==> src/rtl/cla_word_sequencer.sv <==
// Multi-cycle word adder controller: feeds a registered 4-bit CLA stage one nibble per
// two cycles, LSB first, and assembles the sum. Define SEQ_OVF_EN to add out_ovf.
module cla_word_sequencer #(
    parameter int NIBBLES = 4
) (
    input  logic                   clk,
    input  logic                   rst,
    input  logic                   in_valid,
    output logic                   in_ready,
    input  logic [4*NIBBLES-1:0]   in_a,
    input  logic [4*NIBBLES-1:0]   in_b,
    input  logic                   in_cin,
    output logic [3:0]             cla_a,
    output logic [3:0]             cla_b,
    output logic                   cla_cin,
    input  logic [3:0]             cla_s,
    input  logic                   cla_cout,
    output logic                   out_valid,
    input  logic                   out_ready,
    output logic [4*NIBBLES-1:0]   out_sum,
    output logic                   out_cout
`ifdef SEQ_OVF_EN
    ,
    output logic                   out_ovf
`endif
);
    localparam int W  = 4 * NIBBLES;
    localparam int KW = (NIBBLES > 1) ? $clog2(NIBBLES) : 1;

    typedef enum logic [1:0] {IDLE, DRIVE, SAMPLE, DONE} state_t;

    state_t          state_q, state_d;
    logic [KW-1:0]   k_q, k_d;
    logic [W-1:0]    a_q, a_d, b_q, b_d, sum_q, sum_d;
    logic            carry_q, carry_d;
    logic [KW+1:0]   nib_lsb;
    logic            last_nib;
`ifdef SEQ_OVF_EN
    logic            ovf_q, ovf_d;
`endif

    assign nib_lsb  = {k_q, 2'b00};
    assign last_nib = (k_q == KW'(NIBBLES - 1));

    always_comb begin
        state_d   = state_q;
        k_d       = k_q;
        a_d       = a_q;
        b_d       = b_q;
        sum_d     = sum_q;
        carry_d   = carry_q;
`ifdef SEQ_OVF_EN
        ovf_d     = ovf_q;
`endif
        in_ready  = 1'b0;
        out_valid = 1'b0;
        cla_a     = 4'h0;
        cla_b     = 4'h0;
        cla_cin   = 1'b0;
        case (state_q)
            IDLE: begin
                in_ready = 1'b1;
                if (in_valid) begin
                    a_d     = in_a;
                    b_d     = in_b;
                    carry_d = in_cin;
                    k_d     = '0;
                    state_d = DRIVE;
                end
            end
            DRIVE: begin
                cla_a   = a_q[nib_lsb +: 4];
                cla_b   = b_q[nib_lsb +: 4];
                cla_cin = carry_q;
                state_d = SAMPLE;
            end
            SAMPLE: begin
                // CLA output now reflects the inputs registered at the end of DRIVE
                cla_a               = a_q[nib_lsb +: 4];
                cla_b               = b_q[nib_lsb +: 4];
                cla_cin             = carry_q;
                sum_d[nib_lsb +: 4] = cla_s;
                carry_d             = cla_cout;
                if (last_nib) begin
                    state_d = DONE;
`ifdef SEQ_OVF_EN
                    ovf_d   = (a_q[W-1] == b_q[W-1]) & (cla_s[3] != a_q[W-1]);
`endif
                end else begin
                    k_d     = k_q + 1'b1;
                    state_d = DRIVE;
                end
            end
            DONE: begin
                out_valid = 1'b1;
                if (out_ready) state_d = IDLE;
            end
            default: state_d = IDLE;
        endcase
    end

    always_ff @(posedge clk or posedge rst) begin
        if (rst) begin
            state_q <= IDLE;
            k_q     <= '0;
            a_q     <= '0;
            b_q     <= '0;
            sum_q   <= '0;
            carry_q <= 1'b0;
`ifdef SEQ_OVF_EN
            ovf_q   <= 1'b0;
`endif
        end else begin
            state_q <= state_d;
            k_q     <= k_d;
            a_q     <= a_d;
            b_q     <= b_d;
            sum_q   <= sum_d;
            carry_q <= carry_d;
`ifdef SEQ_OVF_EN
            ovf_q   <= ovf_d;
`endif
        end
    end

    assign out_sum  = sum_q;
    assign out_cout = carry_q;
`ifdef SEQ_OVF_EN
    assign out_ovf  = ovf_q;
`endif

endmodule

==> config.mk <==
export PLATFORM = sky130hd
export DESIGN_NAME = cla_word_sequencer
export DESIGN_NICKNAME = d
export VERILOG_FILES = /design/src/rtl/cla_word_sequencer.sv
export SDC_FILE = /design/constraint.sdc
export NUM_CORES = 1
export LEC_CHECK = 0
export ABC_CLOCK_PERIOD_IN_PS = 3100
export CAP_MARGIN = 20
export CORE_ASPECT_RATIO = 1.75
export CORE_MARGIN = 2
export CORE_UTILIZATION = 30
export CTS_CLUSTER_SIZE = 24
export DETAILED_ROUTE_END_ITERATION = 6
export GPL_ROUTABILITY_DRIVEN = 0
export PLACE_DENSITY = 0.63
export SLEW_MARGIN = 20
export SYNTH_ARGS = -nofsm -noshare
export SYNTH_HDL_FRONTEND = slang
export SYNTH_SLANG_ARGS = --single-unit
==> constraint.sdc <==
create_clock -name clk -period 3.1 [get_ports clk]
set_input_delay 0.31 -clock clk [delete_from_list [all_inputs] [get_ports clk]]
set_output_delay 0.31 -clock clk [all_outputs]
set_load 0.05 [all_outputs]
# ---- Yosys cells after proc, flatten, opt, wreduce, memory -nomap -nowiden
# Cells that the tools add are included.
dict set report classes {
  shifts 4
  n_eq_ne 7
  addsub 2
  mux 15
  reduce_logical 7
}
# cell n
set op_table {}
lappend op_table {{16-bit by 5-bit indexed part select with 4-bit output} 2}
lappend op_table {{16-bit bitwise mux} 1}
lappend op_table {{4-bit by 6-bit variable shift with 16-bit output (first input constant)} 1}
lappend op_table {{4-bit by 6-bit indexed part select with 16-bit output} 1}
lappend op_table {{2-bit two-way mux} 5}
lappend op_table {{4-bit two-way mux} 2}
lappend op_table {{2-bit one-hot mux with 4 select lines} 1}
lappend op_table {{2-bit == test (second input constant)} 3}
lappend op_table {{2-bit inequality test (second input constant)} 3}
lappend op_table {{4-bit negation with 6-bit output} 1}
lappend op_table {{2-bit AND reduction} 3}
lappend op_table {{1-bit two-way mux} 4}
lappend op_table {{2-bit one-hot mux with 2 select lines} 1}
lappend op_table {{3-bit AND reduction} 1}
lappend op_table {{2-bit by 1-bit adder with 2-bit output (second input constant)} 1}
lappend op_table {{2-bit by 1-bit == test with 1-bit output (second input constant)} 1}
lappend op_table {{2-bit zero test} 1}
lappend op_table {{1-bit one-hot mux with 2 select lines} 1}
lappend op_table {{2-bit nonzero test} 1}
lappend op_table {{2-bit OR reduction} 1}
dict set report totals {
  register_bits 53
  inputBits 42
  out_inout_bits 28
}

# ---- Longest topological paths before layout
dict set report logic_depth {
  ltp_word 3
  ltp_mapped 7
  mapped_depth_nobuf 5
}

# ---- Worst setup path before layout
# Ideal clock, no wire load.
dict set report synth_path {
  path_kind {reg-to-reg}
  startpoint {register state_q[0]}
  endpoint {register a_q[0]}
  path_buffers 1
  path_slack_ns 1.286
  period_less_slack_ns 1.814
  arrival_time_ns 1.690
  setup_time_ns 0.125
  stages_incl_launch_ff 6
  path_cell_list {dfrtp_1 inv_1 ha_1 nand2_2 buf_6 mux2_2}
}
dict set report synth_between {
  elab_chain_cells 2
}
# element line
set synth_lines {}
lappend synth_lines {{from (decl)} 32} ;# state_t state_q, state_d;
lappend synth_lines {{from (signal assigned)} 114} ;# state_q <= state_d;
lappend synth_lines {{2-bit zero test} 60} ;# case (state_q)
lappend synth_lines {{2-bit AND reduction (no source line)} --}
lappend synth_lines {{to (signal assigned)} 106} ;# a_q <= '0;
lappend synth_lines {{to (signal assigned)} 116} ;# a_q <= a_d;
lappend synth_lines {{to (decl)} 34} ;# logic [W-1:0] a_q, a_d, b_q, b_d, sum_q, sum_d;
# No other way between the ends.
# A chain may end at the register's enable or synchronous reset.

# ---- Worst setup path in the final report
dict set report layout_path {
  startpoint {register k_q[1]}
  endpoint {output cla_a[3]}
}
dict set report layout_between {
  elab_chain_cells 2
}
# element line
set layout_lines {}
lappend layout_lines {{from (decl)} 33} ;# logic [KW-1:0] k_q, k_d;
lappend layout_lines {{from (signal assigned)} 115} ;# k_q <= k_d;
lappend layout_lines {{16-bit by 5-bit indexed part select with 4-bit output} {72, 79}}
lappend layout_lines {{4-bit two-way mux} --}
lappend layout_lines {{to (decl)} 13} ;# output logic [3:0] cla_a,
# No other way between the ends.

==> flow_summary.ini <==
[setup_path]
crit_arrival_ns = 2.40
crit_start = k_q[1]
worstPathRequired_ns = 2.79
slowest_stage = clkdlybuf4s50_1
end_kind = output pin
worst-path-max-fanout = 9
slowest_delay_ns = 0.69
crit_chain = mux4_1 -> and2_1 -> clkdlybuf4s50_1
criticalPathCategory = reg -> out
reg2reg_from = k_q[0]
start_kind = flop

[clock_network]
cts.sinks = 53
clk_pin_slew_worst_paths_ns = 0.07
h-tree-depth = 2
cts_resized = 0
cts.path.max_buffers = 2
root_buffer = clkbuf_16
cts_tree = built
clkLatencyLatePin_ns = 0.29
cts_setup_buffers = 0
cts_buffers = 5
cts_hold_buf = 0

[timing]
hold-worst-slack_ns = 0.482
max-slew-margin-rel_pct = 50.0
fin_ws_ns = 0.391
final.setup.tns_ns = 0
worst_pin_slew_ns = 0.748
fmax_mhz = 369
fin_crit_sh_pct = 87.4
skew_ns = 0.00196
period_needed_ns = 2.71
slew_viol_final = 0
rsz0062_at_grt = no
finalHoldViolations = 0
setup_viol = 0

[route]
drtIter0Drc = 44
wl_per_cell_um = 14.9
first_pass_iters = 3
postRouteAntennaNets = 0
drt-total-wl_um = 5250
vias_per_cell = 4.81
vias = 1699
drc_errors = 0

[cells_and_area]
final_cells = 353
area_growth_pct = 37.2
fin_area_mm2 = 0.00344
drive_gt1_share_pct = 21.5
n_antenna_cell = 0
fin_util_pct = 41.9
num-nets-final = 311

[synthesis]
synth-seq-cells = 53
yosysMostFrequentCell = dfrtp_1
synth_edf_count = 0
yosys_warnings = 0
synth_cells = 188
ys.flop_type = dfrtp_1
yosysTopAreaCellShare_pct = 53.0
synth_nets = 239
ys_types = 30
synthTopCellsByArea = dfrtp_1 (53%), mux2_2 (14%), mux4_2 (6.3%), ha_1 (4.5%), nand2_1 (3.1%)
synth_top_area_cell = dfrtp_1
syn_avg_cell_area_um2 = 13.3
synthTopCellsByCount = dfrtp_1 (53), mux2_2 (32), nand2_1 (21)
ys_async_sr_fraction_pct = 100
synth_seq_area_share_pct = 53.0
synth_area_mm2 = 0.00250

[floorplan]
fp.dieH_um = 125
start_util_pct = 30.5
core_area_mm2 = 0.00820
die-area_mm2 = 0.00912
io_pins = 70
num_rows = 44
die_x_um = 73.1

[global_route]
antenna_found_initial = 0
grt.total_usage_pct = 12.7
gr-total-overflow = 0
grt_max_degree = 54
grt_pass1_wl_um = 8870
first_global_vias = 1810

[place]
place_hpwl_um = 3920
io_buffers = 69
postPlaceCellArea_mm2 = 0.00326
pre_cts_ws_ns = 0.644
dp.cells = 345

[run_status]
outcome = completed

[power_and_ir_drop]
leakagePower_nw = 1.42
ir_worst_vdd_mv = 0.495
power_mw = 4.02
cellPowerDensity_mw_per_mm2 = 1170

[run]
maxCapViolCount = 0

[worst_hold_path]
hold_start = out_sum[4]
hp-class = reg -> reg
-- placed cells by master (no fill, tap or decap), types with 2 or more instances in the layout --
| cell | count |
|---|---|
| or2_2 | 2 |
| nand2_1 | 21 |
| a21oi_1 | 2 |
| nand2_2 | 2 |
| o21ai_0 | 10 |
| nor2_1 | 2 |
| a22o_1 | 5 |
| buf_4 | 3 |
| clkdlybuf4s50_1 | 69 |
| dfrtp_1 | 53 |
| clkbuf_16 | 5 |
| ha_1 | 9 |
| inv_1 | 5 |
| a32o_1 | 4 |
| and2_1 | 9 |
| nor2b_1 | 2 |
| nand2b_1 | 4 |
| mux2_2 | 32 |
| mux4_2 | 7 |
-- worst max-delay path: cells and delay by family, from the launching register on --
kind                   cells  cell delay [ns]
multiplexers               1             0.59
buffers and inverters      1             0.69
flip-flops                 1             0.64
AND/OR/NAND/NOR            1             0.18
-- per-layer routing --
| metal | part of all wire [%] | track usage (%) | wire (um) |
|---|---|---|---|
| met1 | 39 | 14.5 | 2030 |
| met2 | 54 | 21.9 | 2860 |
| met3 | 5.4 | 3.56 | 282 |
| met4 | 1.5 | 4.25 | 77 |
| met5 | 0 | 0 | 0 |
-- cells by family (layout without fill, tap and decap cells) --
kind of cell | after synthesis | count (layout) | synth area share, %
buffers and inverters | 13 | 86 | 3.65
flip-flops | 53 | 53 | 53.0
AO/OA/AOI/OAI | 25 | 25 | 7.10
AND/OR/NAND/NOR | 47 | 47 | 9.64
adder cells (fa/ha/maj) | 9 | 9 | 4.50
multiplexers | 41 | 41 | 22.1
-- state kept, by name, indices dropped and copies added, names as in the netlist --
signal	flops
a_q	16
out_sum	16
b_q	16
out_cout	1
state_q	2
k_q	2
-- power breakdown --
group / total, mW / switching (mW) / leakage [nW] / internal (mW)
Clock: 0.648 / 0.244 / 0.0841 / 0.404
Sequential: 1.20 / 0.194 / 0.654 / 1.01
Combinational: 2.17 / 1.23 / 0.686 / 0.939
Total: 4.02 / 1.66 / 1.42 / 2.35
-- final timing paths --
path	endpoint	slack, ns	cells after the start
min in group asynchronous	b_q[12]	0.51	3
min reg2reg	out_sum[4]	0.48	2
max in group asynchronous	out_sum[11]	2.13	3
min	out_sum[4]	0.48	2
max	cla_a[3]	0.39	3
max reg2reg	out_sum[8]	1.01	6
-- layout make-up --
| type | count | area [um2] |
|---|---|---|
| tap | 92 | 115 |
| clock inverter | 1 | 30.0 |
| fill | 767 | 4770 |
| timing repair buffer | 72 | 713 |
| inverter | 6 | 22.5 |
| sequential | 53 | 1330 |
| multi-input combinational | 122 | 1090 |
| clock buffer | 7 | 143 |
(Power assumes the default switching activity.)
